$ cat src/rtl/trivium_stream_w_pkg.sv
// Shared types and constants for the W-bit-per-cycle Trivium stream cipher.
// State bit s_i (1-based, as in the Trivium paper) is stored at vector index
// STATE_W - i, so s1 is the MSB of the 288-bit state.
package trivium_pkg;

    typedef enum logic [2:0] {
        ST_IDLE    = 3'd0,
        ST_INIT    = 3'd1,
        ST_RUN     = 3'd2,
        ST_EXPIRED = 3'd3
    } fsm_e;

    localparam int KEY_W   = 80;
    localparam int IV_W    = 80;
    localparam int STATE_W = 288;

    // Trivium tap positions, 1-based
    localparam int TAP_66  = 66;
    localparam int TAP_93  = 93;
    localparam int TAP_91  = 91;
    localparam int TAP_92  = 92;
    localparam int TAP_171 = 171;
    localparam int TAP_162 = 162;
    localparam int TAP_177 = 177;
    localparam int TAP_175 = 175;
    localparam int TAP_176 = 176;
    localparam int TAP_264 = 264;
    localparam int TAP_243 = 243;
    localparam int TAP_288 = 288;
    localparam int TAP_286 = 286;
    localparam int TAP_287 = 287;
    localparam int TAP_69  = 69;

    // s286..s288 are set to one at load; every other non-key/IV bit is zero
    localparam logic [2:0] INIT_TAIL = 3'b111;

    // Vector index of 1-based state bit s_i
    function automatic int sidx(input int i);
        return STATE_W - i;
    endfunction

    // Loaded state: key in s1..s80, IV in s94..s173, ones in s286..s288
    function automatic logic [STATE_W-1:0] init_state(input logic [KEY_W-1:0] key,
                                                      input logic [IV_W-1:0]  iv);
        return {key, 13'd0, iv, 112'd0, INIT_TAIL};
    endfunction

endpackage

$ cat src/rtl/trivium_stream_w_if.sv
// Data stream interface of trivium_stream_w.
// Handshake: a word moves across a channel on a rising clk edge where both
// valid and ready are high; the sender holds data and valid stable until then.
// valid never depends on ready; ready may depend on valid's consumer state.
interface trivium_stream_w_if #(parameter int W = 8);
    logic [W-1:0] in_data;
    logic         in_valid;
    logic         in_ready;
    logic [W-1:0] out_data;
    logic         out_valid;
    logic         out_ready;

    modport master (output in_data, output in_valid, input in_ready,
                    input out_data, input out_valid, output out_ready);
    modport slave  (input in_data, input in_valid, output in_ready,
                    output out_data, output out_valid, input out_ready);
endinterface

$ cat src/rtl/trivium_stream_w_step.sv
// Combinational Trivium round unrolled W bit-clocks. The first generated
// keystream bit lands in z[W-1].
module trivium_step_w
    import trivium_pkg::*;
#(
    parameter int W = 8
) (
    input  logic [STATE_W-1:0] state,
    output logic [STATE_W-1:0] next_state,
    output logic [W-1:0]       z
);

    // W sequential Trivium updates on a working copy of the state
    always_comb begin
        logic [STATE_W-1:0] s;
        logic t1, t2, t3;
        s  = state;
        t1 = 1'b0;
        t2 = 1'b0;
        t3 = 1'b0;
        z  = '0;
        for (int k = 0; k < W; k++) begin
            t1 = s[sidx(TAP_66)]  ^ s[sidx(TAP_93)];
            t2 = s[sidx(TAP_162)] ^ s[sidx(TAP_177)];
            t3 = s[sidx(TAP_243)] ^ s[sidx(TAP_288)];
            z[W-1-k] = t1 ^ t2 ^ t3;
            t1 = t1 ^ (s[sidx(TAP_91)]  & s[sidx(TAP_92)])  ^ s[sidx(TAP_171)];
            t2 = t2 ^ (s[sidx(TAP_175)] & s[sidx(TAP_176)]) ^ s[sidx(TAP_264)];
            t3 = t3 ^ (s[sidx(TAP_286)] & s[sidx(TAP_287)]) ^ s[sidx(TAP_69)];
            // three registers shift toward higher s_i; t3, t1, t2 enter at s1, s94, s178
            s = {t3, s[287:196], t1, s[194:112], t2, s[110:1]};
        end
        next_state = s;
    end

endmodule

$ cat src/rtl/trivium_stream_w.sv
// Trivium stream cipher, W keystream bits per clock XORed onto a valid/ready
// word stream, with a per-key/IV word limit of 2^LIMIT_LOG2.
// Optional build macro TRIVIUM_ZEROIZE_EN adds a zeroize input and wipes the
// cipher state when the word limit is reached.
module trivium_stream_w
    import trivium_pkg::*;
#(
    parameter int W           = 8,
    parameter int INIT_ROUNDS = 1152,
    parameter int LIMIT_LOG2  = 32
) (
    input  logic             clk,
    input  logic             rst,
    input  logic [KEY_W-1:0] key_in,
    input  logic [IV_W-1:0]  iv_in,
    input  logic             load,
`ifdef TRIVIUM_ZEROIZE_EN
    input  logic             zeroize,
`endif
    trivium_stream_w_if.slave s_if,
    output logic             busy,
    output logic             expired,
    output logic [2:0]       state_o
);

    localparam int INIT_CYC = INIT_ROUNDS / W;
    localparam int ICW      = (INIT_CYC > 1) ? $clog2(INIT_CYC) : 1;
    localparam logic [ICW-1:0]        INIT_LAST = ICW'(INIT_CYC - 1);
    localparam logic [LIMIT_LOG2:0]   CNT_LAST  = {1'b0, {LIMIT_LOG2{1'b1}}};

    fsm_e                st_q, st_d;
    logic [STATE_W-1:0]  s_q, s_next;
    logic [W-1:0]        z_word, out_data_q;
    logic                out_valid_q;
    logic [LIMIT_LOG2:0] cnt_q;
    logic [ICW-1:0]      icnt_q;
    logic                zero_req, in_ready_w, accept, last_word;

`ifdef TRIVIUM_ZEROIZE_EN
    assign zero_req = zeroize;
`else
    assign zero_req = 1'b0;
`endif

    trivium_step_w #(.W(W)) u_step (
        .state      (s_q),
        .next_state (s_next),
        .z          (z_word)
    );

    // load/zeroize win over an accept, so ready is withdrawn while they are high
    assign in_ready_w = (st_q == ST_RUN) && !load && !zero_req &&
                        (!out_valid_q || s_if.out_ready);
    assign accept     = in_ready_w && s_if.in_valid;
    assign last_word  = (cnt_q == CNT_LAST);

    assign s_if.in_ready  = in_ready_w;
    assign s_if.out_data  = out_data_q;
    assign s_if.out_valid = out_valid_q;
    assign busy           = (st_q == ST_INIT);
    assign expired        = (st_q == ST_EXPIRED);
    assign state_o        = st_q;

    // FSM state register
    always_ff @(posedge clk or negedge rst) begin
        if (!rst) st_q <= ST_IDLE;
        else      st_q <= st_d;
    end

    // Next state: zeroize, then load, then normal progression
    always_comb begin
        st_d = st_q;
        if (zero_req) begin
            st_d = ST_IDLE;
        end else if (load) begin
            st_d = ST_INIT;
        end else begin
            case (st_q)
                ST_INIT: if (icnt_q == INIT_LAST)   st_d = ST_RUN;
                ST_RUN:  if (accept && last_word)   st_d = ST_EXPIRED;
                default: ;
            endcase
        end
    end

    // Cipher state, counters and the single output register
    always_ff @(posedge clk or negedge rst) begin
        if (!rst) begin
            s_q         <= '0;
            cnt_q       <= '0;
            icnt_q      <= '0;
            out_data_q  <= '0;
            out_valid_q <= 1'b0;
        end else if (zero_req) begin
            s_q         <= '0;
            cnt_q       <= '0;
            icnt_q      <= '0;
            out_data_q  <= '0;
            out_valid_q <= 1'b0;
        end else if (load) begin
            s_q         <= init_state(key_in, iv_in);
            cnt_q       <= '0;
            icnt_q      <= '0;
            out_valid_q <= 1'b0;
        end else begin
            if (st_q == ST_INIT) begin
                s_q    <= s_next;
                icnt_q <= icnt_q + 1'b1;
            end
            if (accept) begin
                out_data_q  <= s_if.in_data ^ z_word;
                out_valid_q <= 1'b1;
                s_q         <= s_next;
                cnt_q       <= cnt_q + 1'b1;
`ifdef TRIVIUM_ZEROIZE_EN
                if (last_word) s_q <= '0;
`endif
            end else if (s_if.out_ready) begin
                out_valid_q <= 1'b0;
            end
        end
    end

endmodule

$ cat src/flat_wrapper.sv
// flat-port wrapper written by rule: the top's interface ports become plain ports
module trivium_stream_w_flat import trivium_pkg::*;
#(
    parameter int W           = 8,
    parameter int INIT_ROUNDS = 1152,
    parameter int LIMIT_LOG2  = 32
)
  (clk, rst, key_in, iv_in, load, busy, expired, state_o, s_if_in_data, s_if_in_valid, s_if_in_ready, s_if_out_data, s_if_out_valid, s_if_out_ready);
  trivium_stream_w_if #(.W(W)) s_if_i ();
  input  logic clk;
  input  logic rst;
  input  logic [KEY_W-1:0] key_in;
  input  logic [IV_W-1:0] iv_in;
  input  logic load;
  output logic busy;
  output logic expired;
  output logic [2:0] state_o;
  input wire logic [$bits(s_if_i.in_data)-1:0] s_if_in_data;
  input wire logic [$bits(s_if_i.in_valid)-1:0] s_if_in_valid;
  output wire logic [$bits(s_if_i.in_ready)-1:0] s_if_in_ready;
  output wire logic [$bits(s_if_i.out_data)-1:0] s_if_out_data;
  output wire logic [$bits(s_if_i.out_valid)-1:0] s_if_out_valid;
  input wire logic [$bits(s_if_i.out_ready)-1:0] s_if_out_ready;
  assign s_if_i.in_data = s_if_in_data;
  assign s_if_i.in_valid = s_if_in_valid;
  assign s_if_in_ready = s_if_i.in_ready;
  assign s_if_out_data = s_if_i.out_data;
  assign s_if_out_valid = s_if_i.out_valid;
  assign s_if_i.out_ready = s_if_out_ready;
  trivium_stream_w #(.W(W), .INIT_ROUNDS(INIT_ROUNDS), .LIMIT_LOG2(LIMIT_LOG2)) u_core (.clk(clk), .rst(rst), .key_in(key_in), .iv_in(iv_in), .load(load), .s_if(s_if_i), .busy(busy), .expired(expired), .state_o(state_o));
endmodule
$ cat config.mk
export PLATFORM = sky130hd
export DESIGN_NAME = trivium_stream_w_flat
export DESIGN_NICKNAME = d
export VERILOG_FILES = /design/src/rtl/trivium_stream_w_pkg.sv /design/src/rtl/trivium_stream_w_if.sv /design/src/rtl/trivium_stream_w_step.sv /design/src/rtl/trivium_stream_w.sv /design/src/flat_wrapper.sv
export SDC_FILE = /design/constraint.sdc
export NUM_CORES = 1
export LEC_CHECK = 0
export CAP_MARGIN = 10
export CORE_MARGIN = 4
export CORE_UTILIZATION = 47
export CTS_BUF_LIST = sky130_fd_sc_hd__clkbuf_4
export DETAILED_ROUTE_END_ITERATION = 10
export PLACE_DENSITY = 0.74
export SETUP_SLACK_MARGIN = 0.05
export SYNTH_ARGS = -nofsm -noshare
export SYNTH_HDL_FRONTEND = slang
export SYNTH_SLANG_ARGS = --single-unit
$ cat constraint.sdc
create_clock -name clk -period 2.13 [get_ports clk]
set_input_delay 0.5325 -clock clk [delete_from_list [all_inputs] [get_ports clk]]
set_output_delay 0.5325 -clock clk [all_outputs]
set_load 0.005 [all_outputs]
==> results of run 1 <==
cells by family after synthesis:
| group | Yosys count | synth area share (%) |
|---|---|---|
| other cells | 1 | 0.0229 |
| xor+xnor | 90 | 6.27 |
| mux | 178 | 11.0 |
| flops | 340 | 51.9 |
| fa+ha+maj | 3 | 0.229 |
| simple gates | 550 | 15.9 |
| compound gates | 333 | 10.7 |
| buf+inv | 114 | 4.04 |
through the flow:
step                worst slack [ns]  util, %  TNS [ns]
CTS                           -0.166     58.7    -0.211
floorplan                      0.230        -         0
finish                       -0.0611     61.4    -0.156
global route                  -0.211     61.4     -2.39
detailed placement            -0.246     55.3    -47.73
global placement              -0.201     55.3    -48.06
state kept, by name, indices dropped and copies added, names as in the netlist:
register / flops
u_core.s_q: 288
u_core.cnt_q: 33
u_core.s_if.out_data: 8
u_core.icnt_q: 8
u_core.s_if.out_valid: 1
u_core.state_o: 2
routing by layer:
metal  part of all wire [%]  up-vias  track usage (%)
met5                      0        -            0.383
met4                    3.2        0             8.71
met3                    5.6       86             5.74
met2                     48      295             31.7
met1                     44     6078             27.1
li1                       -     6104                -
cell type report:
class | instances | area (um^2)
Fill cell | 2746 | 13300
Sequential cell | 340 | 8510
Multi-Input combinational cell | 1155 | 7260
Timing Repair Buffer | 309 | 3640
Clock buffer | 131 | 983
Tap cell | 455 | 569
Clock inverter | 27 | 168
Inverter | 5 | 18.8
Antenna cell | 2 | 5.00
cells in the final DEF, fill, tap and decap left out, types with 25 or more instances in the layout:
cell	count
dfrtp_1	338
buf_4	49
nor2_1	28
buf_12	25
clkbuf_4	131
nand2_1	323
clkdlybuf4s50_1	170
nand2b_1	118
o21ai_1	234
o21ai_0	48
xnor2_1	68
mux2i_1	161
worst max-delay path by stage:
stage                            from          endpoint  depth (start not counted)
floorplan                        load     s_if_in_ready                          4
global placement       s_if_out_ready     s_if_in_ready                          5
detailed placement      s_if_in_valid  u_core.cnt_q[15]                          6
CTS                 u_core.state_o[1]     s_if_in_ready                          5
global route        u_core.state_o[1]     s_if_in_ready                          5
finish              u_core.state_o[1]     s_if_in_ready                          5
worst max-delay path: cells and delay by family (launching register included):
family / cells / cell delay, ns
buffers and inverters: 2 / 0.24
AND/OR/NAND/NOR: 3 / 0.33
flip-flops: 1 / 0.36
power groups by stage:
stage,clock network [uW],logic (uW),registers [uW]
finish,5810,1750,7220
global route,6380,1910,7270
CTS,5980,1750,7210
detailed placement,0,1740,7330
global placement,0,1690,7310
floorplan,0,1020,7210
timing repair:
action / 4_1_cts / 5_1_grt
setup buffers: 6 / 15
gates resized for setup: 37 / 70
endpoints found under the setup margin: 14 / 109
hold buffers: 1 / 0
pin swaps: 1 / 2
hold endpoints to repair: 34 / 0
gates cloned: 0 / 26
==> results_dict.tcl, run 1 <==
set metrics [dict create \
    outcome "finished with violations" \
    violations "setup timing" \
    drt-total-wl_um 42400 \
    synth_edf_count 0 \
    slew_headroom_pct 64.6 \
    die-area_um2 37900 \
    synth_top_area_cell "dfrtp_1" \
    cts_tree "built" \
    r2r_cells 11 \
    start_util_pct 47.6 \
    drc 0 \
    post-route-worst-setup-slack_ns -0.0611 \
    p_leak_uw 0.00919 \
    vias_per_cell 5.18 \
    cp_slowest_cell "dfrtp_2" \
    synth.avg_cell_area_um2 10.2 \
    p_sw_uw 3840 \
    start_kind "register" \
    gp_congestion 0.850 \
    cts_buffers 92 \
    core_um2 34500 \
    ff2ff_setup_slack_ns -0.02 \
    instances_no_fill 2424 \
    pwr-share-clk_pct 39.3 \
    dp_cells 2217 \
    finClkSkew_ns 0.0427 \
    maxCapViolCount 0 \
    numPortBuffers 186 \
    r2r-start "u_core.state_o[1]" \
    htree_levels 3 \
    crit_path_end_kind "output pin" \
    die_h_um 195 \
    finalPower_uw 14800 \
    hold_end "u_core.icnt_q[1]" \
    critPathArrivalTime_ns 1.66 \
    grt_pass1_wl_um 63700 \
    cts_buffer_depth 3 \
    critPathMaxFanout 2 \
    holdPathStages 3 \
    hpwlAfterDp_um 27300 \
    worstPathRequired_ns 1.60 \
    syn_to_final_growth_pct 29.0 \
    synth_most_common_cell "dfrtp_1" \
    rows 68 \
    placed_area_um2 19000 \
    syn_nets 1785 \
    ys_ff_latch 340 \
    yosysSeqAreaShare_pct 51.9 \
    min_period_over_period_pct 103 \
    grt_remaining_overflow 0 \
    numClockSinks 340 \
    p_int_uw 10900 \
    p_comb_share_pct 11.8 \
    grtUsageTotal_pct 20.4 \
    async_reset_ff_share_pct 100 \
    die_x_um 195 \
    dr.pass1.iters 5 \
    via_count 12600 \
    max_clock_freq_ghz 0.456 \
    yosys_warnings 0 \
    synthCells 1609 \
    clkTransAtPathRegs_ns 0.06 \
    synthTopCellsByArea "dfrtp_1 (52%), mux2i_1 (9.8%), nand2_1 (7.4%)" \
    io_pins 188 \
    max_stage_delay_ns 0.36 \
    fin_area_um2 21200 \
    wl_per_cell_um 17.5 \
    layout-drive-gt1-share_pct 15.3 \
    synth_common_cells "dfrtp_1 (340), nand2_1 (323), o21ai_1 (218), mux2i_1 (161), nand2b_1 (118)" \
    crit_path_cell_trace "buf_6 > nor2b_4 > nand2_1 > nor2_1 > buf_2" \
    synth_top_area_share_pct 51.9 \
    grt_pass1_vias 12500 \
    rsz0062_at_grt "yes" \
    setup_viol 4 \
    min-delay-start "load" \
    irDropWorstVdd_mv 0.477 \
    hold_violations 0 \
    postRouteAntennaNets 0 \
    final_max_slew_viol_count 0 \
    rr_endpoint "u_core.s_q[205]" \
    min_path_type "in -> reg" \
    critical_path_class "reg -> out" \
    tightest_slew_ns 0.528 \
    synth_area_um2 16400 \
    drt_iter0_markers 620 \
    synth_flop_cell "dfrtp_1" \
    antenna_found_initial 2 \
    grt_max_degree 75 \
    clock_latency_ns 0.75 \
    ys_types 43 \
    p_sw_share_pct 26.0 \
    min_period_ns 2.19 \
    powerDensity_nw_per_um2 698 \
    cts_root_buf "clkbuf_4" \
    holdWs_ns 0.281 \
    seq_power_share_pct 48.9 \
    final_nets 2079 \
]
(Power assumes the default switching activity.)
==> inputs of run 2 (changes only) <==
--- a/config.mk
+++ b/config.mk
@@ -10,6 +10,7 @@
 export CORE_UTILIZATION = 47
 export CTS_BUF_LIST = sky130_fd_sc_hd__clkbuf_4
 export DETAILED_ROUTE_END_ITERATION = 10
+export HOLD_SLACK_MARGIN = 0.1
 export PLACE_DENSITY = 0.74
 export SETUP_SLACK_MARGIN = 0.05
 export SYNTH_ARGS = -nofsm -noshare
==> results of run 2 <==
Same layout as run 1: the final DEF is identical, and so are final timing and power.
